==> src/rtl/risc_loader.sv <==
// risc_loader: streams a program into Risc instruction memory, boots the core,
// then waits for io_valid (or a timeout) and returns the result on a valid/ready port.
// Ports:
//   clock, reset                 clock and async active-high reset
//   start, prog_len              job request (sampled in IDLE only)
//   in_valid/in_ready/in_data    program word stream
//   risc_boot/isWr/wrAddr/wrData drive Risc boot/write port
//   risc_out/risc_valid          observe Risc result
//   res_valid/res_ready/res_data/res_timeout  result port
//   busy                         high whenever not IDLE
module risc_loader #(
  parameter int unsigned DATA_W  = 32,
  parameter int unsigned ADDR_W  = 8,
  parameter int unsigned TIMEOUT = 1024
) (
  input  logic              clock,
  input  logic              reset,
  input  logic              start,
  input  logic [ADDR_W:0]   prog_len,
  input  logic              in_valid,
  output logic              in_ready,
  input  logic [DATA_W-1:0] in_data,
  output logic              risc_boot,
  output logic              risc_isWr,
  output logic [ADDR_W-1:0] risc_wrAddr,
  output logic [DATA_W-1:0] risc_wrData,
  input  logic [DATA_W-1:0] risc_out,
  input  logic              risc_valid,
  output logic              res_valid,
  input  logic              res_ready,
  output logic [DATA_W-1:0] res_data,
  output logic              res_timeout,
  output logic              busy
);

  localparam int unsigned CNT_W = ADDR_W + 1;
  localparam int unsigned TO_W  = $clog2(TIMEOUT);
  localparam logic [CNT_W-1:0] MAX_LEN = CNT_W'(1) << ADDR_W;

  typedef enum logic [2:0] {
    S_IDLE,
    S_LOAD,
    S_BOOT,
    S_RUN,
    S_RESULT
  } state_t;

  state_t            r_state;
  logic [CNT_W-1:0]  r_len;
  logic [CNT_W-1:0]  r_cnt;
  logic              r_boot_ph;
  logic [TO_W-1:0]   r_tcnt;
  logic              r_isWr;
  logic [ADDR_W-1:0] r_wrAddr;
  logic [DATA_W-1:0] r_wrData;
  logic [DATA_W-1:0] r_res_data;
  logic              r_res_timeout;

  logic [CNT_W-1:0]  w_len;
  logic              w_last;

  // Oversized lengths are clamped to the full instruction memory
  assign w_len  = (prog_len > MAX_LEN) ? MAX_LEN : prog_len;
  assign w_last = (r_cnt == (r_len - CNT_W'(1)));

  // Job sequencer: load, boot, run, report
  always_ff @(posedge clock or posedge reset) begin
    if (reset) begin
      r_state       <= S_IDLE;
      r_len         <= '0;
      r_cnt         <= '0;
      r_boot_ph     <= 1'b0;
      r_tcnt        <= '0;
      r_isWr        <= 1'b0;
      r_wrAddr      <= '0;
      r_wrData      <= '0;
      r_res_data    <= '0;
      r_res_timeout <= 1'b0;
    end else begin
      // A write strobe lasts exactly one cycle after its accept
      r_isWr <= 1'b0;
      case (r_state)
        S_IDLE: begin
          if (start) begin
            r_len     <= w_len;
            r_cnt     <= '0;
            r_boot_ph <= 1'b0;
            r_state   <= (w_len == '0) ? S_BOOT : S_LOAD;
          end
        end
        S_LOAD: begin
          if (in_valid) begin
            r_isWr   <= 1'b1;
            r_wrAddr <= r_cnt[ADDR_W-1:0];
            r_wrData <= in_data;
            r_cnt    <= r_cnt + CNT_W'(1);
            if (w_last) begin
              r_boot_ph <= 1'b0;
              r_state   <= S_BOOT;
            end
          end
        end
        S_BOOT: begin
          // Second boot cycle is write-free so the core resets its PC cleanly
          if (r_boot_ph) begin
            r_tcnt  <= '0;
            r_state <= S_RUN;
          end else begin
            r_boot_ph <= 1'b1;
          end
        end
        S_RUN: begin
          r_tcnt <= r_tcnt + TO_W'(1);
          if (risc_valid) begin
            r_res_data    <= risc_out;
            r_res_timeout <= 1'b0;
            r_state       <= S_RESULT;
          end else if (r_tcnt == TO_W'(TIMEOUT - 1)) begin
            r_res_data    <= '0;
            r_res_timeout <= 1'b1;
            r_state       <= S_RESULT;
          end
        end
        S_RESULT: begin
          if (res_ready) r_state <= S_IDLE;
        end
        default: r_state <= S_IDLE;
      endcase
    end
  end

  // Handshake/status outputs decode straight from the state register
  assign in_ready    = (r_state == S_LOAD);
  assign risc_boot   = (r_state != S_RUN);
  assign res_valid   = (r_state == S_RESULT);
  assign busy        = (r_state != S_IDLE);
  assign risc_isWr   = r_isWr;
  assign risc_wrAddr = r_wrAddr;
  assign risc_wrData = r_wrData;
  assign res_data    = r_res_data;
  assign res_timeout = r_res_timeout;

endmodule

==> config.mk <==
export PLATFORM = sky130hd
export DESIGN_NAME = risc_loader
export DESIGN_NICKNAME = d
export VERILOG_FILES = /design/src/rtl/risc_loader.sv
export SDC_FILE = /design/constraint.sdc
export NUM_CORES = 1
export LEC_CHECK = 0
export ABC_CLOCK_PERIOD_IN_PS = 6880
export CAP_MARGIN = 30
export CORE_MARGIN = 10
export CORE_UTILIZATION = 49
export DETAILED_ROUTE_END_ITERATION = 6
export PLACE_DENSITY_LB_ADDON = 0.1
export SYNTH_ARGS = -nofsm -noshare
export SYNTH_HDL_FRONTEND = slang
export SYNTH_SLANG_ARGS = --single-unit
==> constraint.sdc <==
create_clock -name clock -period 6.88 [get_ports clock]
set_input_delay 1.376 -clock clock [delete_from_list [all_inputs] [get_ports clock]]
set_output_delay 1.376 -clock clock [all_outputs]
set_load 0.03 [all_outputs]
==> flow_summary.toml <==
[logic_synthesis]
ys_types = 48
cells_after_synth = 469
syn-num-nets = 551
syn-cell-area_um2 = 4660
number_of_storage_elements_in_the_synthesis_netlist = 106
synth_enable_flop_cells = 0
synthesis.area_per_instance_um2 = 9.94
synth-seq-area-share_pct = 56.9
primary_flip_flop_cell_chosen_by_synthesis_mapping = "dfrtp_1"
fraction_of_registers_with_async_set_reset_pct = 100
post-synth-top-area-fraction_pct = 56.9
netlist_top_cells_count = "nand2_1 (147), dfrtp_1 (106), a22o_1 (33)"
most_common_cell_in_the_netlist = "nand2_1"
synth_warnings = 0
synth_top_cells_by_area = "dfrtp_1 (57%), nand2_1 (12%), a22o_1 (6.2%)"
synth_top_cell_by_area = "dfrtp_1"

[grt]
grt_ovf = 0
grt_pass1_vias = 4043
initial_antenna_violation_count = 0
track_usage_pct = 19.0
grt_first_pass_wirelength_um = 21500
grt_max_degree = 68

[setup_path]
timing.critical_path.arrival_ns = 2.34
critical_path_class = "flop to output port"
timing.critical_path.slowest_cell_delay_ns = 0.63
critPathLaunch = "r_state[2]"
worst_ep_required_time_ns = 5.50
cp_num_buf_inv = 2
critPathSlowestCell = "clkdlybuf4s50_1"
crit_path_end = "risc_boot"
critical_path.endpoint_type = "output port"
ff2ff_setup_slack_ns = 4.18
worstReg2RegStart = "r_state[0]"
crit_path_cell_trace = "and2b_1 -> and2_1 -> inv_2 -> clkdlybuf4s50_1"
worst_r2r_path_depth = 6
critical_path.top_delay_family = "buffers and inverters"
crit_cells = 4
worst-path-max-fanout = 10
start_kind = "flop"
worstReg2RegEnd = "r_cnt[7]"

[cts]
tritoncts.num_buffers = 9
post_cts_repair_resize_count = 0
clock_tree.htree_level_count = 3
clock_latency_ns = 0.37
cts_tree = "yes"
postCtsSetupRepairBufs = 0
clk_pin_slew_worst_paths_ns = 0.10
ctsHoldBuffers = 0
cts_root_buf = "clkbuf_8"
maximum_buffer_depth_of_the_clock_tree = 2
clock_sinks = 106

[timing]
finalMaxSlewViolations = 0
finalWorstSetupSlack_ns = 3.16
setup_viol = 0
timing_worst_slew_pin_value_ns = 0.771
timing.setup.tns_ns = 0
max_clock_freq_mhz = 269
layout_worst_path_cycle_share_pct = 54.0
hold_slack_ns = 0.481
finalClockSkew_ns = 0.0131
finalHoldViolCount = 0
slew_headroom_pct = 48.5
final.min_clock_period_ns = 3.72
rsz0062_at_grt = "false"

[finish]
fin_cells = 745
insertedDiodeCount = 0
fin_nets = 693
fraction_of_final_layout_cells_with_drive_strength_greater_than_1_pct = 4.55
synthToLayoutAreaGrowth_pct = 38.5

[power_and_ir_drop]
report.power.total_mw = 3.28
pwr_density_cell_nw_per_um2 = 508
vdd.ir_drop.worst_v = 0.000280
p_leak_nw = 2.97

[placement]
dp_hpwl_um = 9700
gpl.final_weighted_congestion = 0.905
dp.cells = 729
preCtsSetupSlack_ns = 3.37
port_buffers = 156

[route]
detail_route.first_pass.iterations = 4
detail-route-antenna-nets = 0
routed_wirelength_um = 13100
remaining_drc_errors = 0
wl_per_cell_um = 17.6
routed_via_density = 5.17
drt_iter0_markers = 247
via_count = 3850

[floorplanning]
rows = 35
chipWidth_um = 118
design.die.area_um2 = 13800
initial_utilization_pct = 50.5
design.core.area_um2 = 9240
die_height_um = 118
io_pins = 157

[run]
drv.max_cap_violation_count = 0

[status]
outcome = "finished clean"

[hold_path]
min-delay-path-class = "flop to flop"
==> cell usage in the layout (no fill, tap or decap), types with 8 or more instances in the layout <==
cell type / instances
clkdlybuf4s50_1: 156
clkbuf_8: 9
nand4_1: 9
nand3_1: 12
nand3b_1: 8
a22o_1: 33
nand2_1: 147
nor2_1: 20
o21ai_0: 15
dfrtp_1: 106
xor2_1: 13
==> worst reg2reg max path: stages, from the launching register on <==
cell and delay, ns:
dfrtp_1 0.58, nor3b_4 0.48, nand2_4 0.36, inv_2 0.71, nand4_1 0.23, xor2_1 0.17, nor2_1 0.05
==> through the flow <==
stage | cell area, µm² | util, %
global placement | 6240 | 67.5
CTS | 6460 | 69.9
global route | 6460 | 69.9
finish | 6460 | 69.9
floorplan | 4660 | -
detailed placement | 6280 | 68.0
==> kinds of logic (layout without fill, tap and decap cells) <==
logic type | count (synthesis) | after routing | synth area share [%]
AO/OA/AOI/OAI | 79 | 79 | 12.5
XOR/XNOR | 20 | 20 | 3.76
adder cells (fa/ha/maj) | 3 | 3 | 0.805
buffers and inverters | 38 | 185 | 4.13
flip-flops | 106 | 106 | 56.9
multiplexers | 2 | 2 | 0.429
AND/OR/NAND/NOR | 221 | 221 | 21.5
==> registers in the layout, summed over array words and instances (netlist names) <==
register	cells
r_boot_ph	1
r_cnt	9
r_len	9
r_state	3
r_tcnt	10
res_data	32
res_timeout	1
risc_isWr	1
risc_wrAddr	8
risc_wrData	32
==> worst min-delay path by stage <==
stage,start,endpoint,cells past startpoint
4_1_cts,risc_wrData[31],risc_wrData[31],2
3_5_place_dp,risc_wrData[8],risc_wrData[8],2
6_report,risc_wrData[31],risc_wrData[31],2
5_1_grt,risc_wrData[8],risc_wrData[8],2
2_1_floorplan,r_tcnt[9],r_tcnt[9],1
3_3_place_gp,risc_wrAddr[6],risc_wrAddr[6],2
==> per-layer routing <==
metal  track usage, %  routed length, µm  vias up  part of all wire [%]
met1             21.8               5340     1863                    41
li1                 -                  -     1863                     -
met5                0                  0        -                     0
met2             31.7               6350      113                    49
met3             9.02               1230       11                   9.4
met4             3.94                168        0                   1.3
==> final cells by class <==
class,count,area [µm²]
Fill cell,715,2780
Sequential cell,106,2650
Clock inverter,7,52.6
Inverter,10,40.0
Multi-Input combinational cell,325,1820
Tap cell,129,161
Clock buffer,9,124
Timing Repair Buffer,159,1610
==> where the power goes <==
part,switching (mW),internal [mW],leakage (nW),total [mW]
sequential,0.225,0.887,1.36,1.11
clock,0.223,0.135,0.0904,0.358
combinational,1.07,0.739,1.52,1.81
Power figures use the tool's default switching activity.
==> patch: new RTL, same settings <==
Re-encode `state_t` (5 states) as one-hot, 5 bits wide.
--- a/src/rtl/risc_loader.sv
+++ b/src/rtl/risc_loader.sv
@@ -37,12 +37,12 @@
   localparam int unsigned TO_W  = $clog2(TIMEOUT);
   localparam logic [CNT_W-1:0] MAX_LEN = CNT_W'(1) << ADDR_W;
 
-  typedef enum logic [2:0] {
-    S_IDLE,
-    S_LOAD,
-    S_BOOT,
-    S_RUN,
-    S_RESULT
+  typedef enum logic [4:0] {
+    S_IDLE   = 5'b00001,
+    S_LOAD   = 5'b00010,
+    S_BOOT   = 5'b00100,
+    S_RUN    = 5'b01000,
+    S_RESULT = 5'b10000
   } state_t;
 
   state_t            r_state;
Check against the original RTL: no difference found for any inputs over 10 cycles, from zero or initial values and one cycle with reset high; not proved beyond that.
==> patch against the original RTL <==
  * Final area increased by 2.0%
  * Critical path depth unchanged
  * Synthesized area increased by 1.9%
  * Wire length is 1.7% lower
  * Sequential cell count up 2
  * Worst setup slack worse by 130 ps
  * Power shrank 28%
  * Clock power grew 11%
==> patch: results <==
power_and_ir_drop:
  ir_drop_uv: 204
  p_leak_uw: 0.00310
placement:
  place.gp.congestion: 0.803
  dpl.hpwl_um: 9470
  placed_area_um2: 6390
synthesis:
  syn-num-nets: 552
  synthArstFlopShare_pct: 100
  synth_commonest_cells: "nand2_1 (145), dfrtp_1 (107), a22o_1 (33)"
  ys_top_cells_by_area: "dfrtp_1 (56%), nand2_1 (11%), a22o_1 (6.1%), xor2_1 (2.6%), o21ai_0 (2.5%)"
  synth_cell_types: 55
  yosysSeqAreaShare_pct: 56.9
drt:
  highest_layer: "met4"
  wl_met2_um: 6120
  wl_per_cell_um: 17.1
  wl_met1_um: 5330
  drt-vias-per-instance: 5.16
  wl_met3_um: 996
  drt-initial-drc-count: 225
global_routing:
  gr-usage-all-layers_pct: 18.3
  grt_max_degree: 61
  grt_pass1_wl_um: 21000
  grt_pass1_vias: 3975
finish:
  nets: 701
  drive_above_1_share_pct: 5.94
sta:
  relSlewSlack_pct: 49.0
  skew_ps: 14.3
clock_network:
  numCtsBuffers: 9
  post-cts-setup-buffers: 0
setup_path:
  cp_max_fo: 14
outcome:
  status: "complete, no violations"
-- patch: through the flow --
step	utilization, %	hold slack [ps]	setup slack [ps]	std cells
after global placement	68.4	458	3230	736
final	70.6	483	3030	752
after global routing	70.6	507	2930	752
after CTS	70.6	487	3020	752
after detailed placement	68.5	462	3240	737
after floorplan	-	444	2660	470
-- patch: path summary, 6_finish.rpt --
check | startpoint | endpoint | slack, ps | cells past startpoint
setup / recovery | r_state[0] | risc_boot | 3030 | 4
hold / removal | risc_wrAddr[6] | risc_wrAddr[6] | 480 | 2
setup reg to reg | r_state[4] | r_boot_ph | 3940 | 7
hold reg to reg | risc_wrAddr[6] | risc_wrAddr[6] | 480 | 2
max in group asynchronous | reset | r_cnt[5] | 4270 | 3
min in group asynchronous | reset | res_data[22] | 1400 | 2
-- patch: logic make-up (layout without fill, tap and decap cells) --
| family | after synthesis | count (layout) | share of synthesized area [%] |
|---|---|---|---|
| XOR/XNOR | 20 | 20 | 3.69 |
| buffers and inverters | 32 | 185 | 3.19 |
| AND/OR/NAND/NOR | 225 | 225 | 22.5 |
| flip-flops | 108 | 108 | 56.9 |
| AO/OA/AOI/OAI | 79 | 79 | 12.1 |
| multiplexers | 3 | 3 | 0.764 |
| adder cells (fa/ha/maj) | 3 | 3 | 0.790 |
-- patch: cell type report --
cell class                      count  area [µm²]
Timing Repair Buffer              158        1580
Tap cell                          129         161
Fill cell                         738        2740
Multi-Input combinational cell    330        1900
Clock buffer                        9         124
Clock inverter                      6        72.6
Sequential cell                   108        2700
Inverter                           12        47.5
-- patch: metal layers --
layer | GRT usage (%) | up-vias
met4 | 7.63 | 0
met2 | 30.1 | 116
met1 | 21.3 | 1863
li1 | - | 1878
met5 | 0 | -
met3 | 6.62 | 23
-- patch: power breakdown --
group	switching, µW	internal [µW]
Clock	227	172
Combinational	617	440
Sequential	119	795
-- patch: worst max-delay path, cell delays in order, from the launching register on --
cell             delay [ps]
dfstp_2                 580
nor2_1                   50
and3_1                  320
inv_1                   390
clkdlybuf4s50_1         760
